[src/rtl/uart_rx_mmio.sv]
// Memory-mapped 8N1 UART receiver with a receive FIFO and DATA/STATUS registers.
// rx_irq is a level that stays high while any received byte is waiting.
module uart_rx_mmio #(
  parameter int CLK_FREQ   = 50000000,
  parameter int BAUD_RATE  = 115200,
  parameter int FIFO_DEPTH = 16
) (
  input  logic        clk,
  input  logic        rst,
  input  logic        rx_pin,
  input  logic [3:0]  bus_addr,
  input  logic        bus_ren,
  input  logic        bus_wen,
  input  logic [31:0] bus_wdata,
  output logic [31:0] mmio_rdata,
  output logic        rx_irq
);

  localparam int BIT_CYCLES = CLK_FREQ / BAUD_RATE;
  localparam int HALF       = BIT_CYCLES / 2;
  localparam int CW         = $clog2(BIT_CYCLES);
  localparam int AW         = $clog2(FIFO_DEPTH);
  localparam logic [CW-1:0] HALF_M1 = CW'(HALF - 1);
  localparam logic [CW-1:0] BIT_M1  = CW'(BIT_CYCLES - 1);

  typedef enum logic [2:0] {
    S_IDLE  = 3'd0,
    S_START = 3'd1,
    S_DATA  = 3'd2,
    S_STOP  = 3'd3,
    S_BREAK = 3'd4
  } state_t;

  logic          sync1_q, sync2_q;
  logic          rx_s;
  state_t        state_q;
  logic [CW-1:0] cnt_q;
  logic [2:0]    idx_q;
  logic [7:0]    shift_q;
  logic [AW:0]   wr_ptr_q, rd_ptr_q;
  logic [7:0]    mem_q [FIFO_DEPTH];
  logic          ovr_q, ovr_d;
  logic          ferr_q, ferr_d;

  logic          empty_s, full_s, pop_s, push_s, stop_tick_s, clr_s;
  logic [AW:0]   count_s;
  logic [31:0]   status_s;
  logic          unused_s;

  assign rx_s     = sync2_q;
  assign rx_irq   = ~empty_s;
  assign unused_s = ^{bus_addr[3], bus_addr[1:0], bus_wdata[31:4], bus_wdata[1:0]};

  // Two-flop synchronizer for the asynchronous serial line
  always_ff @(posedge clk or posedge rst) begin
    if (rst) begin
      sync1_q <= 1'b1;
      sync2_q <= 1'b1;
    end else begin
      sync1_q <= rx_pin;
      sync2_q <= sync1_q;
    end
  end

  // Frame receiver: start validation at half bit, then whole-bit sampling
  always_ff @(posedge clk or posedge rst) begin
    if (rst) begin
      state_q <= S_IDLE;
      cnt_q   <= '0;
      idx_q   <= 3'd0;
      shift_q <= 8'h00;
    end else begin
      case (state_q)
        S_IDLE: begin
          cnt_q <= '0;
          if (!rx_s) state_q <= S_START;
          else       state_q <= S_IDLE;
        end
        S_START: begin
          if (cnt_q == HALF_M1) begin
            cnt_q   <= '0;
            idx_q   <= 3'd0;
            state_q <= rx_s ? S_IDLE : S_DATA;
          end else begin
            cnt_q <= cnt_q + CW'(1);
          end
        end
        S_DATA: begin
          if (cnt_q == BIT_M1) begin
            cnt_q   <= '0;
            shift_q <= {rx_s, shift_q[7:1]};
            idx_q   <= idx_q + 3'd1;
            if (idx_q == 3'd7) state_q <= S_STOP;
            else               state_q <= S_DATA;
          end else begin
            cnt_q <= cnt_q + CW'(1);
          end
        end
        S_STOP: begin
          if (cnt_q == BIT_M1) begin
            cnt_q   <= '0;
            state_q <= rx_s ? S_IDLE : S_BREAK;
          end else begin
            cnt_q <= cnt_q + CW'(1);
          end
        end
        S_BREAK: begin
          cnt_q <= '0;
          if (rx_s) state_q <= S_IDLE;
          else      state_q <= S_BREAK;
        end
        default: begin
          state_q <= S_IDLE;
          cnt_q   <= '0;
        end
      endcase
    end
  end

  // FIFO flags, push/pop qualification and sticky error next-state (set beats clear)
  always_comb begin
    count_s     = wr_ptr_q - rd_ptr_q;
    empty_s     = (wr_ptr_q == rd_ptr_q);
    full_s      = (wr_ptr_q[AW] != rd_ptr_q[AW]) && (wr_ptr_q[AW-1:0] == rd_ptr_q[AW-1:0]);
    pop_s       = bus_ren && !bus_addr[2] && !empty_s;
    stop_tick_s = (state_q == S_STOP) && (cnt_q == BIT_M1);
    push_s      = stop_tick_s && rx_s && (!full_s || pop_s);
    clr_s       = bus_wen && bus_addr[2];
    ovr_d       = ovr_q;
    ferr_d      = ferr_q;
    if (clr_s && bus_wdata[2]) ovr_d = 1'b0;
    else                       ovr_d = ovr_q;
    if (clr_s && bus_wdata[3]) ferr_d = 1'b0;
    else                       ferr_d = ferr_q;
    if (stop_tick_s && rx_s && full_s && !pop_s) ovr_d = 1'b1;
    else                                         ovr_d = ovr_d;
    if (stop_tick_s && !rx_s) ferr_d = 1'b1;
    else                      ferr_d = ferr_d;
  end

  // FIFO pointers and sticky status bits
  always_ff @(posedge clk or posedge rst) begin
    if (rst) begin
      wr_ptr_q <= '0;
      rd_ptr_q <= '0;
      ovr_q    <= 1'b0;
      ferr_q   <= 1'b0;
    end else begin
      if (push_s) wr_ptr_q <= wr_ptr_q + (AW+1)'(1);
      else        wr_ptr_q <= wr_ptr_q;
      if (pop_s)  rd_ptr_q <= rd_ptr_q + (AW+1)'(1);
      else        rd_ptr_q <= rd_ptr_q;
      ovr_q  <= ovr_d;
      ferr_q <= ferr_d;
    end
  end

  // FIFO storage; contents are don't-care until written
  always_ff @(posedge clk) begin
    if (push_s) mem_q[wr_ptr_q[AW-1:0]] <= shift_q;
  end

  // Register read mux
  always_comb begin
    status_s   = {16'h0000, 8'(count_s), 4'h0, ferr_q, ovr_q, full_s, ~empty_s};
    mmio_rdata = 32'h0000_0000;
    if (bus_addr[2])  mmio_rdata = status_s;
    else if (empty_s) mmio_rdata = 32'h0000_0000;
    else              mmio_rdata = {24'h00_0000, mem_q[rd_ptr_q[AW-1:0]]};
  end

endmodule

[config.mk]
export PLATFORM = sky130hd
export DESIGN_NAME = uart_rx_mmio
export DESIGN_NICKNAME = d
export VERILOG_FILES = /design/src/rtl/uart_rx_mmio.sv
export SDC_FILE = /design/constraint.sdc
export NUM_CORES = 1
export LEC_CHECK = 0
export ABC_AREA = 0
export CORE_UTILIZATION = 61
export DETAILED_ROUTE_END_ITERATION = 16
export GPL_TIMING_DRIVEN = 0
export HOLD_SLACK_MARGIN = 0.06
export PLACE_DENSITY = 0.95
export SYNTH_ARGS = -nofsm -noshare
export SYNTH_HDL_FRONTEND = slang
export SYNTH_SLANG_ARGS = --single-unit
[constraint.sdc]
create_clock -name clk -period 4.6 [get_ports clk]
set_input_delay 0.69 -clock clk [delete_from_list [all_inputs] [get_ports clk]]
set_output_delay 0.69 -clock clk [all_outputs]
set_load 0.05 [all_outputs]
==> results.py, run 1 <==
metrics = {
    "status": {
        "status": "finished, final reports clean",
    },
    "logic_synthesis": {
        "synth_edf_count": 128,
        "synth_area_leaders": "edfxtp_1 (54%), dfrtp_1 (12%), mux4_2 (8.9%)",
        "yosysWarnings": 0,
        "ys_seq_area_share_pct": 67.0,
        "syn-cell-area_mm2": 0.00712,
        "yosys.area.top_type_share_pct": 54.0,
        "avgSynthCellArea_um2": 16.1,
        "syn_inst": 441,
        "synthArstFlopShare_pct": 22.4,
        "ys_seq_elements": 165,
        "synth-main-ff-cell": "edfxtp_1",
        "synth_cell_types": 53,
        "synth_top_cell_by_area": "edfxtp_1",
    },
    "floorplan": {
        "die_w_um": 110,
        "rows": 39,
        "ios": 74,
        "start_util_pct": 62.3,
        "die_y_um": 110,
        "core_area_mm2": 0.0114,
        "dieArea_mm2": 0.0121,
    },
    "flow_run": {
        "maxCapViolCount": 0,
    },
    "final_layout": {
        "fin_nets": 553,
        "diodes": 0,
        "areaGrowthSynthToFinish_pct": 14.0,
        "multi_input_area_mm2": 0.00211,
        "seqCellArea_mm2": 0.00477,
        "fillers": 637,
        "final_cell_area_mm2": 0.00811,
        "drive_above_1_share_pct": 19.2,
    },
    "worst_setup_path": {
        "worstPathMaxFanout": 7,
        "crit_required_ps": 3910,
        "path_class": "register to output port",
        "rrSetupSlack_ps": 680,
        "rr_endpoint": "mem_q[3][5]$_DFFE_PP_",
        "crit_path_end_kind": "output port",
        "startpoint_type": "register",
        "crit_arrival_ps": 3850,
        "reg2reg_depth": 7,
        "r2r-start": "rd_ptr_q[1]$_DFFE_PP0P_",
    },
    "min_path": {
        "hp-start": "sync1_q$_DFF_PP1_",
        "min_path_cells": 0,
        "hold_path_end": "rx_s$_DFF_PP1_",
        "holdCritPathClass": "register to register",
    },
    "drt": {
        "first_pass_iters": 6,
        "postRouteAntennaNets": 0,
        "drc": 0,
        "viasPerCell": 6.49,
        "via_count": 4239,
        "drtIter0Drc": 382,
        "wl_per_cell_um": 23.8,
        "totalWireLength_um": 15500,
    },
    "timing": {
        "skew_ps": 7.38,
        "tightest_slew_ps": 1360,
        "max_freq_mhz": 220,
        "rsz0062_at_grt": "no",
        "relSlewSlack_pct": 8.71,
        "fin_setup_tns_ps": 0,
        "fin_crit_ps": 4540,
        "drv_slew": 0,
        "setup_viol": 0,
        "period_share_pct": 98.6,
        "post-route-worst-setup-slack_ps": 63.2,
        "hold_viol": 0,
    },
    "clock_tree": {
        "post_cts_buffers": 0,
        "htreeDepth": 4,
        "clockBufferDepth": 2,
        "cts-root-buf": "clkbuf_16",
        "clock_latency_ps": 430,
        "clkTransAtPathRegs_ps": 60,
        "clock-sinks": 165,
        "numCtsBuffers": 17,
        "cts_tree": "built",
    },
    "power": {
        "pwr_density_cell_mw_per_mm2": 466,
        "totalPowerFinal_w": 0.00378,
        "comb_power_share_pct": 21.7,
        "p_leak_nw": 3.30,
        "power_frac_clock_pct": 34.9,
        "switching_share_pct": 30.8,
        "pwr-share-seq_pct": 43.4,
        "switchingPower_w": 0.00117,
        "internal_power_w": 0.00262,
        "vdd_drop_max_mv": 0.394,
    },
    "global_route": {
        "antenna_found_initial": 0,
        "first_global_vias": 4182,
        "track_usage_pct": 27.9,
        "grt_max_degree": 38,
        "grt_pass1_wl_um": 23300,
        "globalRouteOverflowTotal": 0,
    },
    "placed_design": {
        "routabilityCongestion": 0.887,
        "portBuffers": 20,
        "place_ws_ps": 364,
        "detailed_place_hpwl_um": 10000,
        "placed_area_mm2": 0.00756,
    },
}
==> worst max-delay path: stages (launching register included) <==
cell and delay, ps:
dfrtp_1 400, clkbuf_1 390, clkinv_1 390, ha_1 410, nand4_1 230, o21ai_1 690, a211oi_1 160, clkdlybuf4s50_1 760
==> synth_stat cells (2+ instances only) <==
cell type / count
nor2b_1: 5
mux4_1: 5
nand4_1: 7
nor3_1: 8
dfrtp_1: 35
a22oi_1: 3
xnor2_1: 9
nor4_1: 2
inv_1: 17
a31oi_1: 2
and3_1: 11
buf_1: 2
nand3_1: 12
nand2b_1: 4
mux4_2: 28
clkbuf_1: 10
buf_4: 21
edfxtp_1: 128
a211oi_1: 5
nor2_1: 27
xor2_1: 7
buf_2: 3
ha_1: 14
nor4b_1: 2
mux2_2: 7
dfstp_2: 2
o21ai_0: 6
nand2_1: 22
mux2i_1: 8
a21oi_1: 4
o21ai_1: 2
and4b_1: 2
==> what timing repair did <==
action,4_1_cts,5_1_grt
resized for setup,1,0
endpoints found under the setup margin,6,0
hold buffers,0,0
==> routing by layer <==
metal	global-route usage (%)	vias to the layer above	share of wire, %
met1	34.6	2148	38
met2	44.8	276	50
met5	0	-	0
met3	7.17	58	8.4
li1	-	1757	-
met4	16.4	0	3.8
==> worst max-delay path by stage <==
| stage | from | end | slack (ps) | cells after the start |
|---|---|---|---|---|
| after floorplan | rd_ptr_q[3]$_DFFE_PP0P_ | mmio_rdata[4] | 1000 | 7 |
| after global placement | rd_ptr_q[3]$_DFFE_PP0P_ | mmio_rdata[2] | 480 | 8 |
| after detailed placement | rd_ptr_q[3]$_DFFE_PP0P_ | mmio_rdata[6] | 360 | 8 |
| after CTS | rd_ptr_q[1]$_DFFE_PP0P_ | mmio_rdata[6] | 150 | 7 |
| after global routing | rd_ptr_q[1]$_DFFE_PP0P_ | mmio_rdata[3] | 20 | 7 |
| final | rd_ptr_q[1]$_DFFE_PP0P_ | mmio_rdata[6] | 60 | 7 |
==> power groups by stage <==
stage | Clock (W) | Sequential, W | Combinational, W
2_1_floorplan | 0 | 0.00166 | 0.000599
3_3_place_gp | 0 | 0.00167 | 0.000771
3_5_place_dp | 0 | 0.00167 | 0.000799
4_1_cts | 0.00133 | 0.00164 | 0.000813
5_1_grt | 0.00139 | 0.00164 | 0.000857
6_report | 0.00132 | 0.00164 | 0.000821
==> logic make-up after synthesis <==
| group | share of synthesized area [%] |
|---|---|
| compound gates | 2.80 |
| xor+xnor | 1.97 |
| fa+ha+maj | 2.74 |
| buf+inv | 4.38 |
| flops | 67.0 |
| mux | 13.1 |
| other cells | 0.0527 |
| simple gates | 7.93 |
==> sequential cells by signal (all words and copies together) (netlist names) <==
signal and count:
shift_q 8, wr_ptr_q 5, rx_s 1, ferr_q 1, sync1_q 1, state_q 3, mem_q 128, cnt_q 9
idx_q 3, ovr_q 1, rd_ptr_q 5
==> through the flow <==
step | instances | util (%) | hold slack (ps)
final | 653 | 71.0 | 363
after global routing | 653 | 71.0 | 367
after CTS | 653 | 71.0 | 363
after detailed placement | 622 | 66.3 | 353
after global placement | 622 | 66.3 | 346
after floorplan | 459 | - | 345
==> layout make-up <==
cell class | instances | share of cell area [%]
sequential | 165 | 58.8
multi-input combinational | 238 | 26.0
clock buffer | 18 | 5.29
buffer | 37 | 2.96
timing repair buffer | 20 | 2.47
tap | 143 | 2.21
clock inverter | 14 | 1.45
inverter | 18 | 0.833
==> cells in the final DEF (no fill, tap or decap), types with 9 or more instances in the layout <==
cell type        netlist  routed
clkdlybuf4s50_1        0      20
mux4_2                28      28
dfrtp_1               35      35
and3_1                11      11
clkbuf_16              0      17
nor2_1                27      27
xnor2_1                9       9
clkbuf_1              10      10
nand3_1               12      12
inv_1                 17      16
edfxtp_1             128     128
ha_1                  14      14
buf_4                 21      21
nand2_1               22      22
conb_1                 1      19
No activity file was read; power rests on OpenSTA's default activity.
==> inputs of run 2 (changes only) <==
Settings changed: CORE_MARGIN set to 1.
==> results of run 2 <==
The final DEF is identical to that of run 1; final timing and power are the same.
==> inputs of run 3 (changes only) <==
Settings changed: HOLD_SLACK_MARGIN 0.06 to not set.
==> results of run 3 <==
The final DEF is identical to that of run 1; final timing and power are the same.
